--- src/rtl/ddr_port_write_arbiter_pkg.sv ---
//------------------------------------------------------------------------------
// Module : ddr_arb_pkg
// Brief  : Shared MIG port types and constants (states, command codes, burst max)
// Rev    : 1.0
//------------------------------------------------------------------------------
`default_nettype none

package ddr_arb_pkg;

    localparam int unsigned BL_MAX_DEFAULT = 64;

    localparam logic [2:0] MIG_CMD_WRITE = 3'b000;
    localparam logic [2:0] MIG_CMD_READ  = 3'b001;

    typedef enum logic [2:0] {
        ST_IDLE = 3'd0,
        ST_ARB  = 3'd1,
        ST_DATA = 3'd2,
        ST_CMD  = 3'd3,
        ST_DONE = 3'd4
    } arb_state_t;

    function automatic logic [6:0] sat_len(input logic [6:0] len, input logic [6:0] lim);
        return (len > lim) ? lim : len;
    endfunction

endpackage

`default_nettype wire

--- src/rtl/ddr_port_write_arbiter_if.sv ---
//------------------------------------------------------------------------------
// Module : ddr_port_write_arbiter_if
// Brief  : Requester-side and MIG port-0 write signals of the write arbiter
// Rev    : 1.0
//------------------------------------------------------------------------------
`default_nettype none

interface ddr_port_write_arbiter_if #(
    parameter int ADDR_W = 30
);
    logic [1:0]          req_valid;
    logic [2*ADDR_W-1:0] req_addr;
    logic [13:0]         req_len;
    logic [63:0]         req_data;
    logic [1:0]          req_pop;
    logic [1:0]          req_done;
    logic [1:0]          grant;
    logic                busy;
    logic                mem_calib_done;
    logic                wr_full;
    logic                cmd_full;
    logic                wr_en;
    logic [31:0]         wr_data;
    logic [3:0]          wr_mask;
    logic                cmd_en;
    logic [2:0]          cmd_instr;
    logic [5:0]          cmd_bl;
    logic [ADDR_W-1:0]   cmd_byte_addr;

    // Arbiter side
    modport master (
        input  req_valid, req_addr, req_len, req_data,
        input  mem_calib_done, wr_full, cmd_full,
        output req_pop, req_done, grant, busy,
        output wr_en, wr_data, wr_mask,
        output cmd_en, cmd_instr, cmd_bl, cmd_byte_addr
    );

    // Requesters plus MIG port
    modport slave (
        output req_valid, req_addr, req_len, req_data,
        output mem_calib_done, wr_full, cmd_full,
        input  req_pop, req_done, grant, busy,
        input  wr_en, wr_data, wr_mask,
        input  cmd_en, cmd_instr, cmd_bl, cmd_byte_addr
    );
endinterface

`default_nettype wire

--- src/rtl/ddr_port_write_arbiter_rr_pick2.sv ---
//------------------------------------------------------------------------------
// Module : rr_pick2
// Brief  : Combinational two-way round-robin picker, one-hot grant
// Rev    : 1.0
//------------------------------------------------------------------------------
`default_nettype none

module rr_pick2 (
    input  wire logic [1:0] valid,
    input  wire logic       last,
    output logic [1:0]      grant
);

    always_comb begin
        grant = 2'b00;
        case (valid)
            2'b01:   grant = 2'b01;
            2'b10:   grant = 2'b10;
            2'b11:   grant = last ? 2'b01 : 2'b10;
            default: grant = 2'b00;
        endcase
    end

endmodule

`default_nettype wire

--- src/rtl/ddr_port_write_arbiter.sv ---
//------------------------------------------------------------------------------
// Module : ddr_port_write_arbiter
// Brief  : Round-robin per-burst sharing of one MIG write port by two requesters
// Rev    : 1.0
//------------------------------------------------------------------------------
`default_nettype none

module ddr_port_write_arbiter
    import ddr_arb_pkg::*;
#(
    parameter int BL_MAX = BL_MAX_DEFAULT,
    parameter int ADDR_W = 30
) (
    input  wire logic               clk,
    input  wire logic               reset,
    ddr_port_write_arbiter_if.master bus
);

    localparam logic [6:0] c_LEN_MAX = 7'(BL_MAX);

    arb_state_t          r_state;
    logic [1:0]          r_grant;
    logic                r_gidx;
    logic                r_last;
    logic [ADDR_W-1:0]   r_addr;
    logic [6:0]          r_len;
    logic [6:0]          r_cnt;
    logic                r_cmd_en;
    logic [5:0]          r_cmd_bl;
    logic [ADDR_W-1:0]   r_cmd_addr;
    logic [1:0]          r_done;
    logic                r_busy;

    logic [1:0]          w_pick;
    logic                w_pick_idx;
    logic [ADDR_W-1:0]   w_addr_sel;
    logic [6:0]          w_len_sel;
    logic [6:0]          w_len_sat;
    logic                w_push;
    logic                w_last_push;

    rr_pick2 u_pick (
        .valid (bus.req_valid),
        .last  (r_last),
        .grant (w_pick)
    );

    assign w_pick_idx  = w_pick[1];
    assign w_addr_sel  = w_pick_idx ? bus.req_addr[ADDR_W +: ADDR_W] : bus.req_addr[0 +: ADDR_W];
    assign w_len_sel   = w_pick_idx ? bus.req_len[13:7] : bus.req_len[6:0];
    assign w_len_sat   = sat_len(w_len_sel, c_LEN_MAX);
    assign w_push      = (r_state == ST_DATA) && !bus.wr_full;
    assign w_last_push = w_push && ((r_cnt + 7'd1) == r_len);

    assign bus.wr_en         = w_push;
    assign bus.req_pop       = w_push ? (r_gidx ? 2'b10 : 2'b01) : 2'b00;
    assign bus.wr_data       = w_push ? (r_gidx ? bus.req_data[63:32] : bus.req_data[31:0]) : 32'd0;
    assign bus.wr_mask       = 4'd0;
    assign bus.cmd_instr     = MIG_CMD_WRITE;
    assign bus.cmd_en        = r_cmd_en;
    assign bus.cmd_bl        = r_cmd_bl;
    assign bus.cmd_byte_addr = r_cmd_addr;
    assign bus.req_done      = r_done;
    assign bus.grant         = r_grant;
    assign bus.busy          = r_busy;

    // The command FIFO is filled only by this block, so a cmd_full low seen
    // one cycle before the registered cmd_en cannot turn high underneath it.
    always_ff @(posedge clk or posedge reset) begin
        if (reset) begin
            r_state    <= ST_IDLE;
            r_grant    <= 2'b00;
            r_gidx     <= 1'b0;
            r_last     <= 1'b1;
            r_addr     <= '0;
            r_len      <= 7'd0;
            r_cnt      <= 7'd0;
            r_cmd_en   <= 1'b0;
            r_cmd_bl   <= 6'd0;
            r_cmd_addr <= '0;
            r_done     <= 2'b00;
            r_busy     <= 1'b0;
        end else begin
            case (r_state)
                ST_IDLE: begin
                    if (bus.mem_calib_done) begin
                        r_state <= ST_ARB;
                    end
                end
                ST_ARB: begin
                    if (|bus.req_valid) begin
                        r_grant <= w_pick;
                        r_gidx  <= w_pick_idx;
                        r_addr  <= {w_addr_sel[ADDR_W-1:2], 2'b00};
                        r_len   <= w_len_sat;
                        r_cnt   <= 7'd0;
                        r_busy  <= 1'b1;
                        if (w_len_sat == 7'd0) begin
                            r_done  <= w_pick;
                            r_state <= ST_DONE;
                        end else begin
                            r_state <= ST_DATA;
                        end
                    end
                end
                ST_DATA: begin
                    if (w_push) begin
                        r_cnt <= r_cnt + 7'd1;
                        if (w_last_push) begin
                            r_state    <= ST_CMD;
                            r_cmd_en   <= !bus.cmd_full;
                            r_cmd_bl   <= 6'(r_len - 7'd1);
                            r_cmd_addr <= r_addr;
                        end
                    end
                end
                ST_CMD: begin
                    if (r_cmd_en) begin
                        r_cmd_en <= 1'b0;
                        r_done   <= r_grant;
                        r_state  <= ST_DONE;
                    end else if (!bus.cmd_full) begin
                        r_cmd_en <= 1'b1;
                    end
                end
                ST_DONE: begin
                    r_done  <= 2'b00;
                    r_grant <= 2'b00;
                    r_last  <= r_gidx;
                    r_busy  <= 1'b0;
                    r_state <= ST_ARB;
                end
                default: begin
                    r_state <= ST_IDLE;
                end
            endcase
        end
    end

endmodule

`default_nettype wire

--- src/flat_wrapper.sv ---
// flat-port wrapper written by rule: the top's interface ports become plain ports
module ddr_port_write_arbiter_flat import ddr_arb_pkg::*;
#(
    parameter int BL_MAX = BL_MAX_DEFAULT,
    parameter int ADDR_W = 30
)
  (clk, reset, bus_req_valid, bus_req_addr, bus_req_len, bus_req_data, bus_mem_calib_done, bus_wr_full, bus_cmd_full, bus_req_pop, bus_req_done, bus_grant, bus_busy, bus_wr_en, bus_wr_data, bus_wr_mask, bus_cmd_en, bus_cmd_instr, bus_cmd_bl, bus_cmd_byte_addr);
  ddr_port_write_arbiter_if #(.ADDR_W(ADDR_W)) bus_i ();
  input  wire logic clk;
  input  wire logic reset;
  input wire logic [$bits(bus_i.req_valid)-1:0] bus_req_valid;
  input wire logic [$bits(bus_i.req_addr)-1:0] bus_req_addr;
  input wire logic [$bits(bus_i.req_len)-1:0] bus_req_len;
  input wire logic [$bits(bus_i.req_data)-1:0] bus_req_data;
  input wire logic [$bits(bus_i.mem_calib_done)-1:0] bus_mem_calib_done;
  input wire logic [$bits(bus_i.wr_full)-1:0] bus_wr_full;
  input wire logic [$bits(bus_i.cmd_full)-1:0] bus_cmd_full;
  output wire logic [$bits(bus_i.req_pop)-1:0] bus_req_pop;
  output wire logic [$bits(bus_i.req_done)-1:0] bus_req_done;
  output wire logic [$bits(bus_i.grant)-1:0] bus_grant;
  output wire logic [$bits(bus_i.busy)-1:0] bus_busy;
  output wire logic [$bits(bus_i.wr_en)-1:0] bus_wr_en;
  output wire logic [$bits(bus_i.wr_data)-1:0] bus_wr_data;
  output wire logic [$bits(bus_i.wr_mask)-1:0] bus_wr_mask;
  output wire logic [$bits(bus_i.cmd_en)-1:0] bus_cmd_en;
  output wire logic [$bits(bus_i.cmd_instr)-1:0] bus_cmd_instr;
  output wire logic [$bits(bus_i.cmd_bl)-1:0] bus_cmd_bl;
  output wire logic [$bits(bus_i.cmd_byte_addr)-1:0] bus_cmd_byte_addr;
  assign bus_i.req_valid = bus_req_valid;
  assign bus_i.req_addr = bus_req_addr;
  assign bus_i.req_len = bus_req_len;
  assign bus_i.req_data = bus_req_data;
  assign bus_i.mem_calib_done = bus_mem_calib_done;
  assign bus_i.wr_full = bus_wr_full;
  assign bus_i.cmd_full = bus_cmd_full;
  assign bus_req_pop = bus_i.req_pop;
  assign bus_req_done = bus_i.req_done;
  assign bus_grant = bus_i.grant;
  assign bus_busy = bus_i.busy;
  assign bus_wr_en = bus_i.wr_en;
  assign bus_wr_data = bus_i.wr_data;
  assign bus_wr_mask = bus_i.wr_mask;
  assign bus_cmd_en = bus_i.cmd_en;
  assign bus_cmd_instr = bus_i.cmd_instr;
  assign bus_cmd_bl = bus_i.cmd_bl;
  assign bus_cmd_byte_addr = bus_i.cmd_byte_addr;
  ddr_port_write_arbiter #(.BL_MAX(BL_MAX), .ADDR_W(ADDR_W)) u_core (.clk(clk), .reset(reset), .bus(bus_i));
endmodule
--- config.mk ---
export PLATFORM = sky130hd
export DESIGN_NAME = ddr_port_write_arbiter_flat
export DESIGN_NICKNAME = d
export VERILOG_FILES = /design/src/rtl/ddr_port_write_arbiter_pkg.sv /design/src/rtl/ddr_port_write_arbiter_if.sv /design/src/rtl/ddr_port_write_arbiter_rr_pick2.sv /design/src/rtl/ddr_port_write_arbiter.sv /design/src/flat_wrapper.sv
export SDC_FILE = /design/constraint.sdc
export NUM_CORES = 1
export LEC_CHECK = 0
export BUFFER_PORTS_ARGS = -buffer_cell sky130_fd_sc_hd__buf_2
export CORE_MARGIN = 2
export CORE_UTILIZATION = 47
export CTS_CLUSTER_SIZE = 12
export DETAILED_ROUTE_END_ITERATION = 8
export PLACE_DENSITY = 0.8
export SETUP_SLACK_MARGIN = 0.2
export SYNTH_ARGS = -nofsm -noshare
export SYNTH_HDL_FRONTEND = slang
export SYNTH_SLANG_ARGS = --single-unit
--- constraint.sdc ---
create_clock -name clk -period 3.9 [get_ports clk]
set_clock_uncertainty 0.2 [all_clocks]
set_input_delay 0.585 -clock clk [delete_from_list [all_inputs] [get_ports clk]]
set_output_delay 0.585 -clock clk [all_outputs]
set_load 0.02 [all_outputs]
==> flow_summary.toml <==
[global_routing]
met3_usage = 0.0470
met1_usage = 0.273
antenna_found_initial = 0
top_usage_layer = "met2"
grt_pass1_wl_um = 20100
use_met2 = 0.394
grt_max_degree = 70
grt_util_all_layers = 0.225
grt_pass1_vias = 4116
overflow = 0

[sta]
rsz0062_at_grt = "false"
setup_viol = 0
setup_tns_ns = 0
hold_violations = 0
fin_crit_ns = 3.09
tightestPinTransition_ns = 1.07
slew_headroom = 0.290
max_freq_ghz = 0.323
fin_ws_ns = 0.808
slew_violations = 0
min_period_over_period = 0.793

[final_layout]
diodes = 0
synthToLayoutAreaGrowth_pct = 27.8
final_cell_mix = "215 x buf_2, 85 x dfrtp_1, 69 x mux2i_1"
fillerInstances = 811
final_nets = 804
mostFrequentLayoutCell = "buf_2"
layout-drive-gt1-share = 0.426
finalCoreUtilization = 0.624
instances_no_fill = 795
fin_area_um2 = 6150

[drt]
vias = 4103
drtPass1Iterations = 5
ant_nets = 0
drc = 0
drtIter0Drc = 200
avgRoutedWirePerCell_um = 15.5
wl_um = 12300
routed_via_density = 5.16

[power_and_ir_drop]
ir_drop_v = 0.000337
leakage_nw = 3.39
pwr_density_cell_nw_per_um2 = 613

[yosys]
syn-cell-area_um2 = 4810
synth_flop_cell = "dfrtp_1"
yosysSeqAreaShare = 0.452
synth_warnings = 0
avgSynthCellArea_um2 = 10.5
syn_inst = 457
synth_seq_cells = 87
synth-edff-count = 0
ys_types = 55
async_reset_ff_frac = 1.00

[hold_path]
hp-class = "in2async"

[setup_path]
cp_max_fo = 34
slowest_delay_ns = 0.59
setup.worst_path.start_class = "flop"
r2r-start = "u_core.r_cnt[0]"
critPathKind = "reg2reg"
path_cells = "ha_1 -> nand3_2 -> or3_1 -> a2111oi_4 -> nand3_4 -> buf_4 -> mux2_4"
slowest_stage = "a2111oi_4"
r2r_slack_ns = 0.81
rr_worst_depth = 7
crit_path_end_kind = "flop"
arrival_ns = 3.13
timing.rr.end = "u_core.bus.cmd_bl[4]"
crit_required_ns = 3.94

[clock_network]
clkSinkCount = 87
cts-buffers-inserted = 9
clk_pin_slew_ns = 0.09
clk_latency_ns = 0.35
tritoncts = "done"
cts_hold_buf = 0
h-tree-depth = 3
cts_resized = 0
cts_setup_buffers = 0
cts_max_path_buffers = 2
cts-root-buf = "clkbuf_8"

[placed_design]
place_ws_ns = 0.867
dp.cells = 779
hpwl_um = 9440
port_buffers = 215
place.gp.congestion = 0.877
postPlaceCellArea_um2 = 5930

[job]
cap_violations = 0

[outcome]
outcome = "completed"

[floorplanning]
coreArea_um2 = 9860
dieHeight_um = 105
die-area_um2 = 11100
die_w_um = 105
io-pin-count = 229
start_util = 0.488
rows = 36
[state kept, by name (all words and copies together) (netlist names), 2 cells and up]
signal,count
u_core.bus.cmd_byte_addr,28
u_core.r_addr,28
u_core.r_cnt,7
u_core.r_len,7
u_core.bus.cmd_bl,6
u_core.r_state,3
u_core.bus.grant,2
u_core.bus.req_done,2
[routing by layer]
layer,wire [um],vias to the layer above
met5,0,-
li1,-,1983
met1,4970,1948
met3,609,25
met4,308,0
met2,6460,147
[worst max-delay path: cells and delay by family, from the launching register on]
kind | cells | cell delay (ns)
compound gates | 1 | 0.59
flops | 1 | 0.44
mux | 1 | 0.37
fa+ha+maj | 1 | 0.32
simple gates | 3 | 0.72
buf+inv | 1 | 0.31
[kinds of logic (layout without fill, tap and decap cells)]
kind of cell / count (synthesis) / after routing / share of synthesized area
and+or+nand+nor: 128 / 128 / 0.122
muxes: 105 / 105 / 0.249
DFF: 87 / 87 / 0.452
AOI/OAI and AO/OA: 74 / 74 / 0.0959
buffers and inverters: 48 / 245 / 0.0499
xor gates and xnor gates: 12 / 12 / 0.0247
adders and majority gates: 2 / 2 / 0.00520
other: 1 / 9 / 0.000779
[metrics by stage]
step / power [mW] / hold slack, ns
2_1_floorplan: 2.64 / 0.246
3_3_place_gp: 3.01 / 0.259
3_5_place_dp: 3.10 / 0.270
4_1_cts: 3.79 / 0.111
5_1_grt: 4.04 / 0.145
6_report: 3.77 / 0.0870
[power breakdown]
group / switching [mW] / total, mW / internal (mW)
clock network: 0.326 / 0.688 / 0.362
registers: 0.319 / 1.53 / 1.21
logic: 0.855 / 1.55 / 0.697
total: 1.50 / 3.77 / 2.27
[cell usage after synthesis (3+ instances only)]
cell type  instances  area (um2)
dfrtp_1           86        2150
mux2i_1           69         691
nand2_1           50         188
o21ai_0           46         230
nor2_1            44         165
mux2_4            28         420
clkbuf_1          20        75.1
buf_4              9        67.6
inv_1              9        33.8
mux2_2             8        90.1
xor2_1             6        52.6
nor3_1             5        25.0
or3_1              5        31.3
xnor2_1            5        43.8
a21oi_1            4        20.0
buf_1              4        15.0
nand3_1            4        20.0
buf_2              3        15.0
buf_6              3        33.8
nand2b_1           3        18.8
nand3b_1           3        22.5
[final cells by class]
cell class	count	area (um2)	share of cell area
Clock buffer	9	124	0.0201
Clock inverter	7	96.3	0.0157
Inverter	9	35.0	0.00569
Multi-Input combinational cell	330	2440	0.396
Sequential cell	87	2180	0.354
Tap cell	133	166	0.0270
Timing Repair Buffer	220	1110	0.181
[how the worst max path moves through the flow]
stage	startpoint	to	slack, ns	cells after the start
2_1_floorplan	reset	u_core.bus.busy	0.87	1
3_3_place_gp	u_core.r_cnt[0]	u_core.bus.cmd_bl[4]	0.94	7
3_5_place_dp	u_core.r_cnt[0]	u_core.bus.cmd_byte_addr[18]	0.87	7
4_1_cts	u_core.r_cnt[0]	u_core.bus.cmd_byte_addr[18]	0.82	7
5_1_grt	u_core.r_cnt[0]	u_core.bus.cmd_bl[4]	0.68	7
6_report	u_core.r_cnt[0]	u_core.bus.cmd_bl[4]	0.81	7
No activity file was read; power rests on OpenSTA's default activity.
